**config.mk**
```make
export PLATFORM = sky130hd
export DESIGN_NAME = uart_word_transmitter
export DESIGN_NICKNAME = d
export VERILOG_FILES = /design/src/rtl/uart_pkg.sv /design/src/rtl/uart_byte_serializer.sv /design/src/rtl/uart_word_transmitter.sv
export SDC_FILE = /design/constraint.sdc
export NUM_CORES = 1
export LEC_CHECK = 0
export BUFFER_PORTS_ARGS = -buffer_cell sky130_fd_sc_hd__buf_2
export CAP_MARGIN = 15
export CORE_ASPECT_RATIO = 1.1
export CORE_MARGIN = 2
export CORE_UTILIZATION = 45
export CTS_CLUSTER_DIAMETER = 30
export DETAILED_ROUTE_END_ITERATION = 16
export MAX_ROUTING_LAYER = met4
export PLACE_DENSITY = 0.67
export SLEW_MARGIN = 10
export SYNTH_ARGS = -nofsm -noshare
export SYNTH_HDL_FRONTEND = slang
export SYNTH_SLANG_ARGS = --single-unit
```
**constraint.sdc**
```tcl
create_clock -name clk -period 1.81 [get_ports clk]
set_clock_uncertainty 0.1 [all_clocks]
set_input_delay 0 -clock clk [delete_from_list [all_inputs] [get_ports clk]]
set_output_delay 0 -clock clk [all_outputs]
set_load 0.05 [all_outputs]
```
**src/rtl/uart_pkg.sv**
```systemverilog
// Shared constants and state encodings for the UART word transmit path.
package uart_pkg;

  localparam int unsigned CLKS_PER_BIT_DEFAULT = 434;
  localparam int unsigned DATA_BITS            = 8;
  localparam logic        START_BIT            = 1'b0;
  localparam logic        STOP_BIT             = 1'b1;

  typedef enum logic [1:0] {
    W_IDLE,
    W_SEND,
    W_DONE
  } word_state_e;

  typedef enum logic [1:0] {
    S_IDLE,
    S_START,
    S_DATA,
    S_STOP
  } ser_state_e;

endpackage

```
**src/rtl/uart_byte_serializer.sv**
```systemverilog
// Emits one 8N1 frame per load; ready in the last stop-bit cycle lets frames chain with no gap.
module uart_byte_serializer
  import uart_pkg::*;
#(
  parameter int unsigned CLKS_PER_BIT = CLKS_PER_BIT_DEFAULT
) (
  input  logic                 clk,
  input  logic                 rst,
  input  logic                 load,
  input  logic [DATA_BITS-1:0] data,
  output logic                 TxD,
  output logic                 ready,
  output logic                 byte_done
);

  localparam int unsigned     CNT_W     = (CLKS_PER_BIT > 1) ? $clog2(CLKS_PER_BIT) : 1;
  localparam logic [CNT_W-1:0] BAUD_LAST = CNT_W'(CLKS_PER_BIT - 1);
  localparam logic [2:0]       BIT_LAST  = 3'(DATA_BITS - 1);

  ser_state_e           state_q, state_d;
  logic [CNT_W-1:0]     baud_cnt_q, baud_cnt_d;
  logic [2:0]           bit_idx_q, bit_idx_d;
  logic [DATA_BITS-1:0] sh_q, sh_d;
  logic                 txd_q, txd_d;
  logic                 bit_end;

  assign bit_end   = (baud_cnt_q == BAUD_LAST);
  assign byte_done = (state_q == S_STOP) && bit_end;
  assign ready     = (state_q == S_IDLE) || byte_done;
  assign TxD       = txd_q;

  always_ff @(posedge clk) begin
    if (rst) begin
      state_q    <= S_IDLE;
      baud_cnt_q <= '0;
      bit_idx_q  <= '0;
      sh_q       <= '0;
      txd_q      <= STOP_BIT;
    end else begin
      state_q    <= state_d;
      baud_cnt_q <= baud_cnt_d;
      bit_idx_q  <= bit_idx_d;
      sh_q       <= sh_d;
      txd_q      <= txd_d;
    end
  end

  // Line level is derived from the next state so TxD changes on the same edge as the state.
  always_comb begin
    state_d    = state_q;
    baud_cnt_d = baud_cnt_q;
    bit_idx_d  = bit_idx_q;
    sh_d       = sh_q;
    txd_d      = STOP_BIT;

    if (state_q != S_IDLE) begin
      baud_cnt_d = bit_end ? '0 : baud_cnt_q + CNT_W'(1);
    end

    unique case (state_q)
      S_IDLE: begin
        if (load) begin
          state_d    = S_START;
          sh_d       = data;
          baud_cnt_d = '0;
        end
      end
      S_START: begin
        if (bit_end) begin
          state_d   = S_DATA;
          bit_idx_d = '0;
        end
      end
      S_DATA: begin
        if (bit_end) begin
          if (bit_idx_q == BIT_LAST) begin
            state_d   = S_STOP;
            bit_idx_d = '0;
          end else begin
            bit_idx_d = bit_idx_q + 3'd1;
            sh_d      = sh_q >> 1;
          end
        end
      end
      S_STOP: begin
        if (bit_end) begin
          if (load) begin
            state_d = S_START;
            sh_d    = data;
          end else begin
            state_d = S_IDLE;
          end
        end
      end
      default: state_d = S_IDLE;
    endcase

    unique case (state_d)
      S_START: txd_d = START_BIT;
      S_DATA:  txd_d = sh_d[0];
      default: txd_d = STOP_BIT;
    endcase
  end

endmodule

```
**src/rtl/uart_word_transmitter.sv**
```systemverilog
// Sends a 32-bit word as four chained 8N1 frames, byte 0 first, with a one-cycle done pulse.
module uart_word_transmitter
  import uart_pkg::*;
#(
  parameter int unsigned CLKS_PER_BIT   = CLKS_PER_BIT_DEFAULT,
  parameter int unsigned BYTES_PER_WORD = 4
) (
  input  logic                              clk,
  input  logic                              rst,
  input  logic [DATA_BITS*BYTES_PER_WORD-1:0] TxD_word_data,
  input  logic                              TxD_word_start,
  output logic                              TxD,
  output logic                              TxD_busy,
  output logic                              TxD_word_done
);

  localparam int unsigned WORD_W    = DATA_BITS * BYTES_PER_WORD;
  localparam logic [1:0]  BYTE_LAST = 2'(BYTES_PER_WORD - 1);

  word_state_e           state_q, state_d;
  logic [WORD_W-1:0]     shreg_q, shreg_d;
  logic [1:0]            byte_idx_q, byte_idx_d;
  logic                  busy_q, busy_d;
  logic                  done_q, done_d;
  logic                  ser_load;
  logic [DATA_BITS-1:0]  ser_data;
  logic                  ser_ready;
  logic                  ser_byte_done;
  logic                  accept;

  assign accept        = TxD_word_start && !busy_q && ser_ready;
  assign TxD_busy      = busy_q;
  assign TxD_word_done = done_q;

  uart_byte_serializer #(
    .CLKS_PER_BIT (CLKS_PER_BIT)
  ) u_ser (
    .clk       (clk),
    .rst       (rst),
    .load      (ser_load),
    .data      (ser_data),
    .TxD       (TxD),
    .ready     (ser_ready),
    .byte_done (ser_byte_done)
  );

  always_ff @(posedge clk) begin
    if (rst) begin
      state_q    <= W_IDLE;
      shreg_q    <= '0;
      byte_idx_q <= '0;
      busy_q     <= 1'b0;
      done_q     <= 1'b0;
    end else begin
      state_q    <= state_d;
      shreg_q    <= shreg_d;
      byte_idx_q <= byte_idx_d;
      busy_q     <= busy_d;
      done_q     <= done_d;
    end
  end

  // Byte 0 is fed straight from the input on accept; later bytes come from the shifted word.
  always_comb begin
    state_d    = state_q;
    shreg_d    = shreg_q;
    byte_idx_d = byte_idx_q;
    ser_load   = 1'b0;
    ser_data   = shreg_q[2*DATA_BITS-1:DATA_BITS];

    unique case (state_q)
      W_IDLE, W_DONE: begin
        if (accept) begin
          state_d    = W_SEND;
          shreg_d    = TxD_word_data;
          byte_idx_d = '0;
          ser_load   = 1'b1;
          ser_data   = TxD_word_data[DATA_BITS-1:0];
        end else begin
          state_d = W_IDLE;
        end
      end
      W_SEND: begin
        if (ser_byte_done) begin
          if (byte_idx_q == BYTE_LAST) begin
            state_d    = W_DONE;
            byte_idx_d = '0;
          end else begin
            ser_load   = 1'b1;
            shreg_d    = shreg_q >> DATA_BITS;
            byte_idx_d = byte_idx_q + 2'd1;
          end
        end
      end
      default: state_d = W_IDLE;
    endcase

    busy_d = (state_d == W_SEND);
    done_d = (state_d == W_DONE);
  end

endmodule

```
Yosys cells after proc, flatten, opt, wreduce, memory -nomap -nowiden. Index checks and enable logic that the tools add are counted.

Logic and storage cells: 88. Output and inout port bits: 3. Register bits: 61. Input bits: 35.

Reduce and logical (&&, ||, !) cells: 16. Mux-type cells: 39. Eq/ne operators: 19. $add $sub $neg: 3.

Operator list (number): $mux W32 (3); $pmux W32 S2 (1); $mux W8 (6); $mux W9 (4); $pmux W8 S3 (1); $mux W2 (10); $eq A2 B2 Y1 const B (6); $add A9 B1 Y9 const B (1); $eq A9 B9 Y1 const B (1); $mux W3 (3); $eq A2 B1 Y1 const B (4); $ne A2 B1 Y1 const B (4); $pmux W2 S2 (2); $pmux W2 S4 (1); $reduce_and A4 Y1 (2); $ne A2 B2 Y1 const B (3); $pmux W3 S2 (1); $reduce_and A3 Y1 (2); $reduce_bool A2 Y1 (3); $mux W1 (5); $logic_not A2 Y1 (2); $pmux W1 S2 (2); $add A3 B1 Y3 const B (1); $eq A3 B3 Y1 const B (1); other kinds (6) (8).

Depth between registers and ports, before layout. Gate-level depths: netlist of the first run.

Depth in word-level cells: 11. Gate-level depth with buffers: 11. Mapped depth without buffers: 7.

Hierarchy. A second synthesis of the first run with hierarchy kept.

Cells, all modules: 314. Area total of the unflattened synthesis: 2758.9 µm².

Modules (own cells, without submodules): uart_word_transmitter (area each 1440.1 µm², cells each 161, instances 1, sequential area each 600.6 µm²); uart_byte_serializer (area each 1318.8 µm², cells each 153, instances 1, sequential area each 460.4 µm²).

Least setup slack after synthesis of the first run. No wires, ideal clock.

Path kind: reg2reg. Start: register u_ser.baud_cnt_q[1]. End: register u_ser.sh_q[1]. Arrival time: 1.774 ns. Path buffers: 3. Period minus slack after synthesis: 2.010 ns. Setup time: 0.137 ns. Required time: 1.573 ns. Setup slack: -0.200 ns. Cell stages (with the launch flop): 11. Path through: dfxtp_1 -> inv_1 -> ha_1 -> and4b_1 -> buf_6 -> and2_4 -> buf_6 -> a31o_1 -> buf_6 -> a221oi_1 -> nor3_1.

Cells in the longest elaborated chain, start to end: 9. Elaborated cells between the ends (all ways): 15. Those cells by class: eq/ne (3); mux (8); reduce/logical (4).

Ends and longest elaborated chain: start, declared (line uart_byte_serializer.sv:21) `logic [CNT_W-1:0] baud_cnt_q, baud_cnt_d;`; start signal, assigned (line uart_byte_serializer.sv:41) `baud_cnt_q <= baud_cnt_d;`; $eq A9 B9 Y1 * (line uart_byte_serializer.sv:27) `assign bit_end = (baud_cnt_q == BAUD_LAST);`; $logic_and A1 B1 Y1 (line uart_byte_serializer.sv:28) `assign byte_done = (state_q == S_STOP) && bit_end;`; $logic_or A1 B1 Y1 (line uart_byte_serializer.sv:29) `assign ready = (state_q == S_IDLE) || byte_done;`; $logic_and A1 B1 Y1 (line uart_word_transmitter.sv:31) `assign accept = TxD_word_start && !busy_q && ser_ready;`; $mux W1 or $mux W8 (tied branches) (line uart_word_transmitter.sv:73) `if (accept) begin`; $pmux W1 S2 or $mux W8 (tied branches) (line uart_word_transmitter.sv:71) `unique case (state_q)`; $mux W8 (line uart_byte_serializer.sv:62, uart_byte_serializer.sv:87); $mux W8 (line uart_byte_serializer.sv:86) `if (bit_end) begin`; $pmux W8 S3 (line uart_byte_serializer.sv:60) `unique case (state_q)`; end signal, assigned (line uart_byte_serializer.sv:37) `sh_q <= '0;`; end signal, assigned (line uart_byte_serializer.sv:43) `sh_q <= sh_d;`; end, declared (line uart_byte_serializer.sv:23) `logic [DATA_BITS-1:0] sh_q, sh_d;`.

Mark *: on every way between the ends. The rest lies on a longest branch, timed or not. The select of a mux whose other input is x is not followed. A chain may end at the register's enable or synchronous reset.

Final worst setup path of the first run.
Start: register u_ser.baud_cnt_q[1]. End: register u_ser.sh_q[2].

The elaborated chain is that of the path after synthesis.

==> impl_metrics.yaml, run 1 <==
critical_path:
  critPathLaunchType: "flop"
  reg2reg_to: "u_ser.sh_q[2]$_SDFFE_PP0P_"
  rrSetupSlack_ns: -0.16
  crit-reg2reg-launch: "u_ser.baud_cnt_q[1]$_SDFF_PP0_"
  path_class: "flop to flop"
  crit_fanout: 11
  worstPathRequired_ns: 1.90
  reg2regPathDepth: 8
  startpoint: "u_ser.baud_cnt_q[1]$_SDFF_PP0_"
  worstPathArrival_ns: 2.06
  end_kind: "flop"
hold_path:
  hp-start: "TxD_word_start"
  min_path_type: "input pin to flop"
  hold_path_end: "state_q[0]$_SDFF_PP0_"
  hold-path-cell-count: 4
cts:
  cts_buffer_depth: 2
  cts.sinks: 53
  clock_latency_ns: 0.32
  cts_buffers: 5
  htreeDepth: 2
  clk_pin_slew_ns: 0.11
  cts_tree: "yes"
  clockRootBuffer: "clkbuf_8"
logic_synthesis:
  ys_warn_count: 0
  synth_largest_area_cell: "dfxtp_1"
  synthMuxAreaShare_pct: 5.83
  synth_top_family_by_area: "compound AO/OA/AOI/OAI gates"
  syn_area_um2: 2750
  postSynthAreaPerCell_um2: 9.10
  synth_nets: 342
  ys_seq_area_share_pct: 38.6
  yosysUniqueCellTypes: 50
  async_flop_share_pct: 0
  synthTopCellsByArea: "dfxtp_1 39%, a211oi_2 7.3%, mux2i_1 5.8%"
  ys.flop_type: "dfxtp_1"
  ys_ff_latch: 53
  synth_compound_area_share_pct: 22.8
  synth-simple-area-share_pct: 20.9
  synthAdderAreaFrac_pct: 2.28
  synth_cells: 302
  netlist.area_leader.share_pct: 38.6
  synth-edff-count: 0
  synthXorXnorAreaFrac_pct: 2.55
pwr:
  ir_worst_vdd_mv: 0.417
  fin_total_pwr_mw: 3.05
  p_leak_nw: 1.59
  power.density_nw_per_um2: 761
status:
  violations: "setup timing"
  status: "finished, violations left"
final_layout:
  num-fill-cells: 431
  finalNonFillerCells: 479
  drive_above_1_share_pct: 43.0
  final_nets: 441
  n_antenna_cell: 0
  area_growth_pct: 45.9
grt:
  globalRouteMet3Util_pct: 4.42
  grt_max_degree: 28
  use_met1_pct: 29.3
  antenna_found_initial: 0
  busiest_layer: "met2"
  gr-total-overflow: 0
  use_met2_pct: 42.5
  grt_pass1_vias: 2774
  grt_usage_pct: 25.0
  grt_pass1_wl_um: 12900
placed_design:
  place.gp.congestion: 0.907
  place_inst: 430
  dp_hpwl_um: 4590
  pre_cts_slack_ns: -0.0533
  port_buffers: 37
detailed_routing:
  ant_nets: 0
  routed_wl_um: 8240
  drc: 0
  via_per_inst: 5.64
  drt_iter0_markers: 163
  wl_per_cell_um: 17.2
  vias: 2700
  drt_first_pass_iters: 5
timing:
  post-route-min-period_ns: 1.97
  min_period_over_period_pct: 109
  finalSetupViolCount: 34
  hold_violations: 0
  slew_headroom_pct: 71.1
  fmax_ghz: 0.508
  slew_viol_final: 0
  worst_pin_slew_ns: 0.433
  setup_ws_ns: -0.160
  rsz0062_at_grt: "true"
floorplan:
  core_area_um2: 5840
  die_x_um: 78.5
  ios: 38
  initial_core_util_pct: 47.0
  dieHeight_um: 86.0
  num_rows: 29
  die-area_um2: 6750
run:
  max-cap-violations: 0
-- flip-flops by register name, indices dropped and copies added (netlist names) --
name	count
shreg_q	24
u_ser.baud_cnt_q	9
u_ser.sh_q	8
u_ser.bit_idx_q	3
byte_idx_q	2
state_q	2
u_ser.state_q	2
TxD_busy	1
TxD_word_done	1
u_ser.TxD	1
-- worst max-delay path by stage --
stage | endpoint | slack (ns) | cells after the start
3_3_place_gp | byte_idx_q[0]$_SDFFE_PP0P_ | -0.04 | 8
5_1_grt | u_ser.sh_q[2]$_SDFFE_PP0P_ | -0.24 | 8
2_1_floorplan | u_ser.sh_q[6]$_SDFFE_PP0P_ | -0.1 | 10
6_report | u_ser.sh_q[2]$_SDFFE_PP0P_ | -0.16 | 8
4_1_cts | u_ser.sh_q[3]$_SDFFE_PP0P_ | -0.07 | 8
3_5_place_dp | u_ser.TxD$_SDFF_PP1_ | -0.05 | 7
-- where the power goes --
group          internal, mW  switching [mW]
clock network         0.274           0.408
registers              1.27          0.0896
logic                 0.506           0.507
total                  2.05            1.00
-- Yosys cell counts, types with 4 or more instances --
master    instances
dfxtp_1          53
nor2_1           31
nand2_1          25
a21oi_1          20
a211oi_2         16
mux2i_1          16
nand3_1          12
nor2_2           11
clkbuf_1         10
a211oi_1          9
o21ai_0           9
buf_6             8
inv_1             7
nor3_1            7
a221oi_1          6
ha_1              5
buf_2             4
nor3b_1           4
xnor2_1           4
xor2_1            4
-- through the flow --
| stage | setup TNS [ns] | area (um^2) | hold slack, ns | util (%) |
|---|---|---|---|---|
| global route | -5.21 | 4010 | 0.0591 | 68.6 |
| CTS | -1.13 | 3890 | 0.0279 | 66.7 |
| finish | -2.67 | 4010 | 0.0426 | 68.6 |
| global placement | -0.190 | 3270 | 0.151 | 56.0 |
| floorplan | -2.00 | 2840 | 0.0353 | - |
| detailed placement | -0.501 | 3270 | 0.157 | 56.0 |
-- cells in the final DEF, fill, tap and decap left out, types with 4 or more instances in the layout --
master	netlist	routed
dfxtp_2	0	4
buf_12	0	5
a221oi_2	2	6
a21oi_1	20	15
nand2_1	25	24
nand3_1	12	6
a211oi_1	9	7
nor2_2	11	5
ha_1	5	4
a211oi_2	16	18
dfxtp_1	53	49
nand3_2	0	6
inv_1	7	6
mux2i_1	16	16
nor2_4	0	12
a21oi_2	0	5
nor3_1	7	7
nor2_1	31	25
clkbuf_8	0	5
buf_6	8	8
buf_2	4	37
xnor2_1	4	4
xor2_1	4	4
dlygate4sd3_1	0	27
buf_4	0	36
o21ai_0	9	5
-- kinds of logic (layout without fill, tap and decap cells) --
kind of cell,after synthesis,after routing
mux,16,16
buf+inv,31,130
xor+xnor,8,8
compound gates,78,78
flops,53,53
simple gates,111,112
fa+ha+maj,5,5
-- area by class of cell --
cell class,count,area [um^2],share of cell area (%)
clock buffers,6,72.6,1.81
clock inverters,2,15.0,0.375
multi-input cells,219,1760,43.9
flip-flops and latches,53,1070,26.6
repair buffers,115,971,24.2
inverters,7,26.3,0.656
well taps,77,96.3,2.40
-- routing by layer --
metal	up-vias	part of all wire [%]
met2	72	52
met4	0	2.1
li1	1297	-
met3	16	3.2
met1	1315	43
met5	-	0
-- worst max-delay path: stages, from the launching register on --
cell	delay, ns
dfxtp_2	0.35
inv_2	0.05
ha_4	0.14
and4b_2	0.24
and2_4	0.19
a31o_4	0.29
buf_12	0.16
a221oi_2	0.26
nor3_1	0.07
-- timing repair --
item	CTS	global route
gates cloned	4	0
pin swaps	11	5
setup endpoints to repair	30	40
hold buffers	27	0
endpoints found under the hold margin	29	0
buffers inserted	7	3
gates resized for setup	30	22
(Power assumes the default switching activity.)
==> run 2, diff against run 1 <==
Settings changed: REMOVE_ABC_BUFFERS set to 1.
==> impl_metrics.yaml, run 2 (synthesis gave the netlist of run 1 again) <==
pwr:
  power.density_nw_per_um2: 746
  p_leak_nw: 1.59
  ir_worst_vdd_mv: 0.561
floorplan:
  dieHeight_um: 86.0
  die_x_um: 78.5
  core_area_um2: 5840
  num_rows: 29
  ios: 38
  die-area_um2: 6750
  initial_core_util_pct: 47.0
detailed_routing:
  drc: 0
  via_per_inst: 5.48
  drt_first_pass_iters: 4
  ant_nets: 0
  routed_wl_um: 7060
  drt_iter0_markers: 165
  wl_per_cell_um: 14.6
  vias: 2651
hold_path:
  min_path_type: "input pin to flop"
final_layout:
  top_register: "shreg_q"
  post-route-util_pct: 67.3
  layout_common_cells: "48 x dfxtp_1, 48 x buf_4, 37 x buf_2"
  area_growth_pct: 43.0
  n_antenna_cell: 0
  drive_above_1_share_pct: 44.0
  top_regs: "shreg_q x24, u_ser.baud_cnt_q x9, u_ser.sh_q x8"
  largest_reg_flops: 24
  final_nets: 446
  fin_area_um2: 3930
status:
  status: "finished, violations left"
  violations: "setup timing"
critical_path:
  end_kind: "flop"
  worstSetupEndpoint: "byte_idx_q[0]$_SDFFE_PP0P_"
  critPathLaunchType: "flop"
  crit-reg2reg-launch: "u_ser.baud_cnt_q[1]$_SDFF_PP0_"
  path_class: "flop to flop"
  crit_fanout: 8
  worstPathArrival_ns: 2.05
  critical_path_depth: 8
  rrSetupSlack_ns: -0.1
  reg2regPathDepth: 8
  reg2reg_to: "byte_idx_q[0]$_SDFFE_PP0P_"
  path_cells: "inv_2 -> ha_4 -> and4b_2 -> and2_4 -> buf_6 -> a31oi_4 -> or4_4 -> a21oi_2"
  worstPathRequired_ns: 1.95
  cpMaxStageDelayCell: "or4_4"
  critPathTopFamily: "simple AND/OR/NAND/NOR gates"
  startpoint: "u_ser.baud_cnt_q[1]$_SDFF_PP0_"
  cp.buffers_inverters: 2
  cpPeakStageDelay_ns: 0.42
timing:
  setup_ws_ns: -0.0977
  hold_violations: 0
  setup_tns_ns: -0.453
  min_period_over_period_pct: 105
  slew_viol_final: 0
  slew_headroom_pct: 74.5
  rsz0062_at_grt: "true"
  finalSetupViolCount: 17
  post-route-min-period_ns: 1.91
  fmax_ghz: 0.524
  worst_pin_slew_ns: 0.382
placed_design:
  dp_hpwl_um: 4550
  port_buffers: 37
  pre_cts_slack_ns: -0.181
  place.gp.congestion: 0.816
  placed_area_um2: 3260
grt:
  antenna_found_initial: 0
  grt_usage_pct: 22.0
  gr-total-overflow: 0
  grt_pass1_wl_um: 11800
  grt_max_degree: 22
  grt_pass1_vias: 2643
cts:
  clk_pin_slew_ns: 0.10
  htreeDepth: 2
  cts.sinks: 53
  cts_buffer_depth: 2
  cts_tree: "yes"
  clockRootBuffer: "clkbuf_8"
  cts_buffers: 5
  clock_latency_ns: 0.31
run:
  max-cap-violations: 0
## run 2: timing repair
action                                  4_1_cts  5_1_grt
setup buffers                                 1        4
pin swaps                                    15       19
cloned                                        0        2
gates resized for setup                      26       32
endpoints found under the hold margin        30        0
hold buffers                                 27        0
endpoints found under the setup margin       33       46
## run 2: metrics by stage
step	hold slack (ns)	total power, mW	std cells
floorplan	-0.0354	1.77	278
global placement	0.157	2.03	442
detailed placement	0.162	2.05	442
CTS	0.0249	2.84	478
global route	0.0657	3.08	484
finish	0.0190	2.93	484
## run 2: power breakdown
part	total (mW)	internal [mW]	switching (mW)
Sequential	1.33	1.27	0.0695
Clock	0.720	0.311	0.408
Combinational	0.877	0.427	0.449
Total	2.93	2.00	0.927
## run 2: how the worst min path moves through the flow
stage | startpoint | to | slack, ns | cells after the start
after floorplan | rst | shreg_q[10]$_SDFFE_PP0P_ | -0.04 | 1
after global placement | TxD_word_data[29] | shreg_q[29]$_SDFFE_PP0P_ | 0.16 | 3
after detailed placement | TxD_word_data[25] | shreg_q[25]$_SDFFE_PP0P_ | 0.16 | 3
after CTS | TxD_word_data[5] | u_ser.sh_q[5]$_SDFFE_PP0P_ | 0.02 | 5
after global routing | TxD_word_data[5] | u_ser.sh_q[5]$_SDFFE_PP0P_ | 0.07 | 5
final | TxD_word_data[5] | u_ser.sh_q[5]$_SDFFE_PP0P_ | 0.02 | 5
## run 2: layout make-up
type | instances | area (um^2)
Tap cell | 77 | 96.3
Clock inverter | 2 | 13.8
Sequential cell | 53 | 1070
Clock buffer | 6 | 82.6
Multi-Input combinational cell | 219 | 1710
Fill cell | 456 | 1910
Inverter | 7 | 26.3
Timing Repair Buffer | 120 | 937
## run 2: worst reg2reg max path, cell delays in order (launching register included)
cell and delay [ns]:
dfxtp_2 0.34, inv_2 0.05, ha_4 0.11, and4b_2 0.27, and2_4 0.23, buf_6 0.12, a31oi_4 0.07, or4_4 0.42
a21oi_2 0.13
## run 2: per-layer routing
layer | GRT usage, % | wire (um) | up-vias | part of all wire [%]
li1 | - | - | 1300 | -
met1 | 25.0 | 2990 | 1284 | 42
met2 | 40.2 | 3750 | 52 | 53
met3 | 2.21 | 172 | 15 | 2.4
met4 | 7.50 | 136 | 0 | 1.9
met5 | - | 0 | - | 0
==> run 3, diff against run 2 <==
Settings changed: CAP_MARGIN 15 to 20, MAX_ROUTING_LAYER met4 to unset.
==> impl_metrics.yaml, run 3 (synthesis gave the netlist of run 1 again) <==
timing:
  slew_headroom_pct: 73.5
  hold_violations: 0
  finalSetupViolCount: 17
  fmax_ghz: 0.525
  fin_hold_ws_ns: 0.0228
  slew_viol_final: 0
  setup_ws_ns: -0.0949
  rsz0062_at_grt: "true"
  worst_pin_slew_ns: 0.398
  post-route-min-period_ns: 1.90
  min_period_over_period_pct: 105
cts:
  cts.sinks: 53
  cts_buffers: 5
  clk_pin_slew_ns: 0.10
  clock_latency_ns: 0.31
  clockRootBuffer: "clkbuf_8"
  cts_tree: "yes"
  htreeDepth: 2
  cts_buffer_depth: 2
hold_path:
  hp-start: "TxD_word_data[5]"
  hold_path_end: "u_ser.sh_q[5]$_SDFFE_PP0P_"
  min_path_type: "input pin to flop"
  hold-path-cell-count: 5
critical_path:
  reg2reg_to: "byte_idx_q[0]$_SDFFE_PP0P_"
  cpPeakStageDelay_ns: 0.42
  startpoint: "u_ser.baud_cnt_q[1]$_SDFF_PP0_"
  crit-reg2reg-launch: "u_ser.baud_cnt_q[1]$_SDFF_PP0_"
  path_class: "flop to flop"
  end_kind: "flop"
  reg2regPathDepth: 8
  critPathLaunchType: "flop"
  cpMaxStageDelayCell: "or4_4"
  worstPathArrival_ns: 2.04
  rrSetupSlack_ns: -0.09
  critPathTopFamily: "simple AND/OR/NAND/NOR gates"
  path_cells: "inv_2 -> ha_4 -> and4b_2 -> and2_4 -> buf_6 -> a31oi_4 -> or4_4 -> a21oi_2"
  cp.buffers_inverters: 2
  worstPathRequired_ns: 1.95
  crit_fanout: 8
final_layout:
  top_register: "shreg_q"
  num-fill-cells: 456
  largest_reg_flops: 24
  layout_common_cells: "48 x dfxtp_1, 48 x buf_4, 37 x buf_2"
  area_growth_pct: 43.0
  finalNonFillerCells: 484
  final_nets: 446
  drive_above_1_share_pct: 44.0
  n_antenna_cell: 0
  multi_input_area_um2: 1710
  top_regs: "shreg_q x24, u_ser.baud_cnt_q x9, u_ser.sh_q x8"
  register_area_um2: 1070
detailed_routing:
  routed_wl_um: 7090
  wl_per_cell_um: 14.7
  vias: 2659
  ant_nets: 0
  drt_first_pass_iters: 4
  via_per_inst: 5.49
  drt_iter0_markers: 145
  drc: 0
placed_design:
  dp_hpwl_um: 4550
  place.gp.congestion: 0.804
  port_buffers: 37
  pre_cts_slack_ns: -0.181
  place_inst: 442
pwr:
  ir_worst_vdd_mv: 0.557
  power.density_nw_per_um2: 745
  p_leak_nw: 1.59
status:
  status: "finished, violations left"
  violations: "setup timing"
grt:
  antenna_found_initial: 0
  gr-total-overflow: 0
  grt_max_degree: 22
  grt_usage_pct: 21.4
  grt_pass1_wl_um: 11800
  grt_pass1_vias: 2648
floorplan:
  num_rows: 29
  dieHeight_um: 86.0
  initial_core_util_pct: 47.0
  core_area_um2: 5840
  die-area_um2: 6750
  ios: 38
  die_x_um: 78.5
run:
  max-cap-violations: 0
-- run 3: timing repair --
action                                 in CTS  in global routing
gates cloned                                0                  2
pin swaps                                  15                 19
buffers inserted                            1                  4
endpoints found under the hold margin      30                  0
hold buffers                               27                  0
gates resized for setup                    26                 32
setup endpoints to repair                  33                 46
-- run 3: through the flow --
stage / cell area [um^2] / util [%] / setup TNS (ns) / power [mW]
floorplan: 2580 / - / -42.49 / 1.77
global placement: 3260 / 55.9 / -1.53 / 2.03
global route: 3930 / 67.3 / -2.86 / 3.08
CTS: 3740 / 64.0 / -0.104 / 2.84
finish: 3930 / 67.3 / -0.478 / 2.93
detailed placement: 3260 / 55.9 / -2.67 / 2.05
-- run 3: layer usage --
layer / up-vias / GRT usage (%) / part of all wire, %
met2: 59 / 40.2 / 53
met1: 1284 / 25.0 / 43
met3: 10 / 2.84 / 2.8
met5: - / 0 / 0
met4: 0 / 6.54 / 1.5
li1: 1306 / - / -
-- run 3: worst max path at each step --
stage	endpoint	cells after the start
floorplan	u_ser.sh_q[6]$_SDFFE_PP0P_	5
global placement	u_ser.TxD$_SDFF_PP1_	8
detailed placement	u_ser.sh_q[6]$_SDFFE_PP0P_	8
CTS	byte_idx_q[0]$_SDFFE_PP0P_	8
global route	byte_idx_q[0]$_SDFFE_PP0P_	8
finish	byte_idx_q[0]$_SDFFE_PP0P_	8
-- run 3: cell type report --
| cell class | instances | area share [%] |
|---|---|---|
| inverter | 7 | 0.669 |
| timing repair buffer | 120 | 23.8 |
| sequential | 53 | 27.2 |
| tap | 77 | 2.45 |
| clock inverter | 2 | 0.350 |
| multi-input combinational | 219 | 43.4 |
| clock buffer | 6 | 2.10 |
-- run 3: report_power, final --
group          switching, mW  internal (mW)  leakage (nW)
logic                  0.450          0.427          1.10
registers             0.0699           1.27         0.435
clock network          0.404          0.311        0.0512
total                  0.924           2.00          1.59
-- run 3: worst register-to-register path, cell delays in order, from the launching register on --
cell     delay (ns)
dfxtp_2        0.34
inv_2          0.05
ha_4           0.11
and4b_2        0.27
and2_4         0.23
buf_6          0.12
a31oi_4        0.07
or4_4          0.42
a21oi_2        0.13
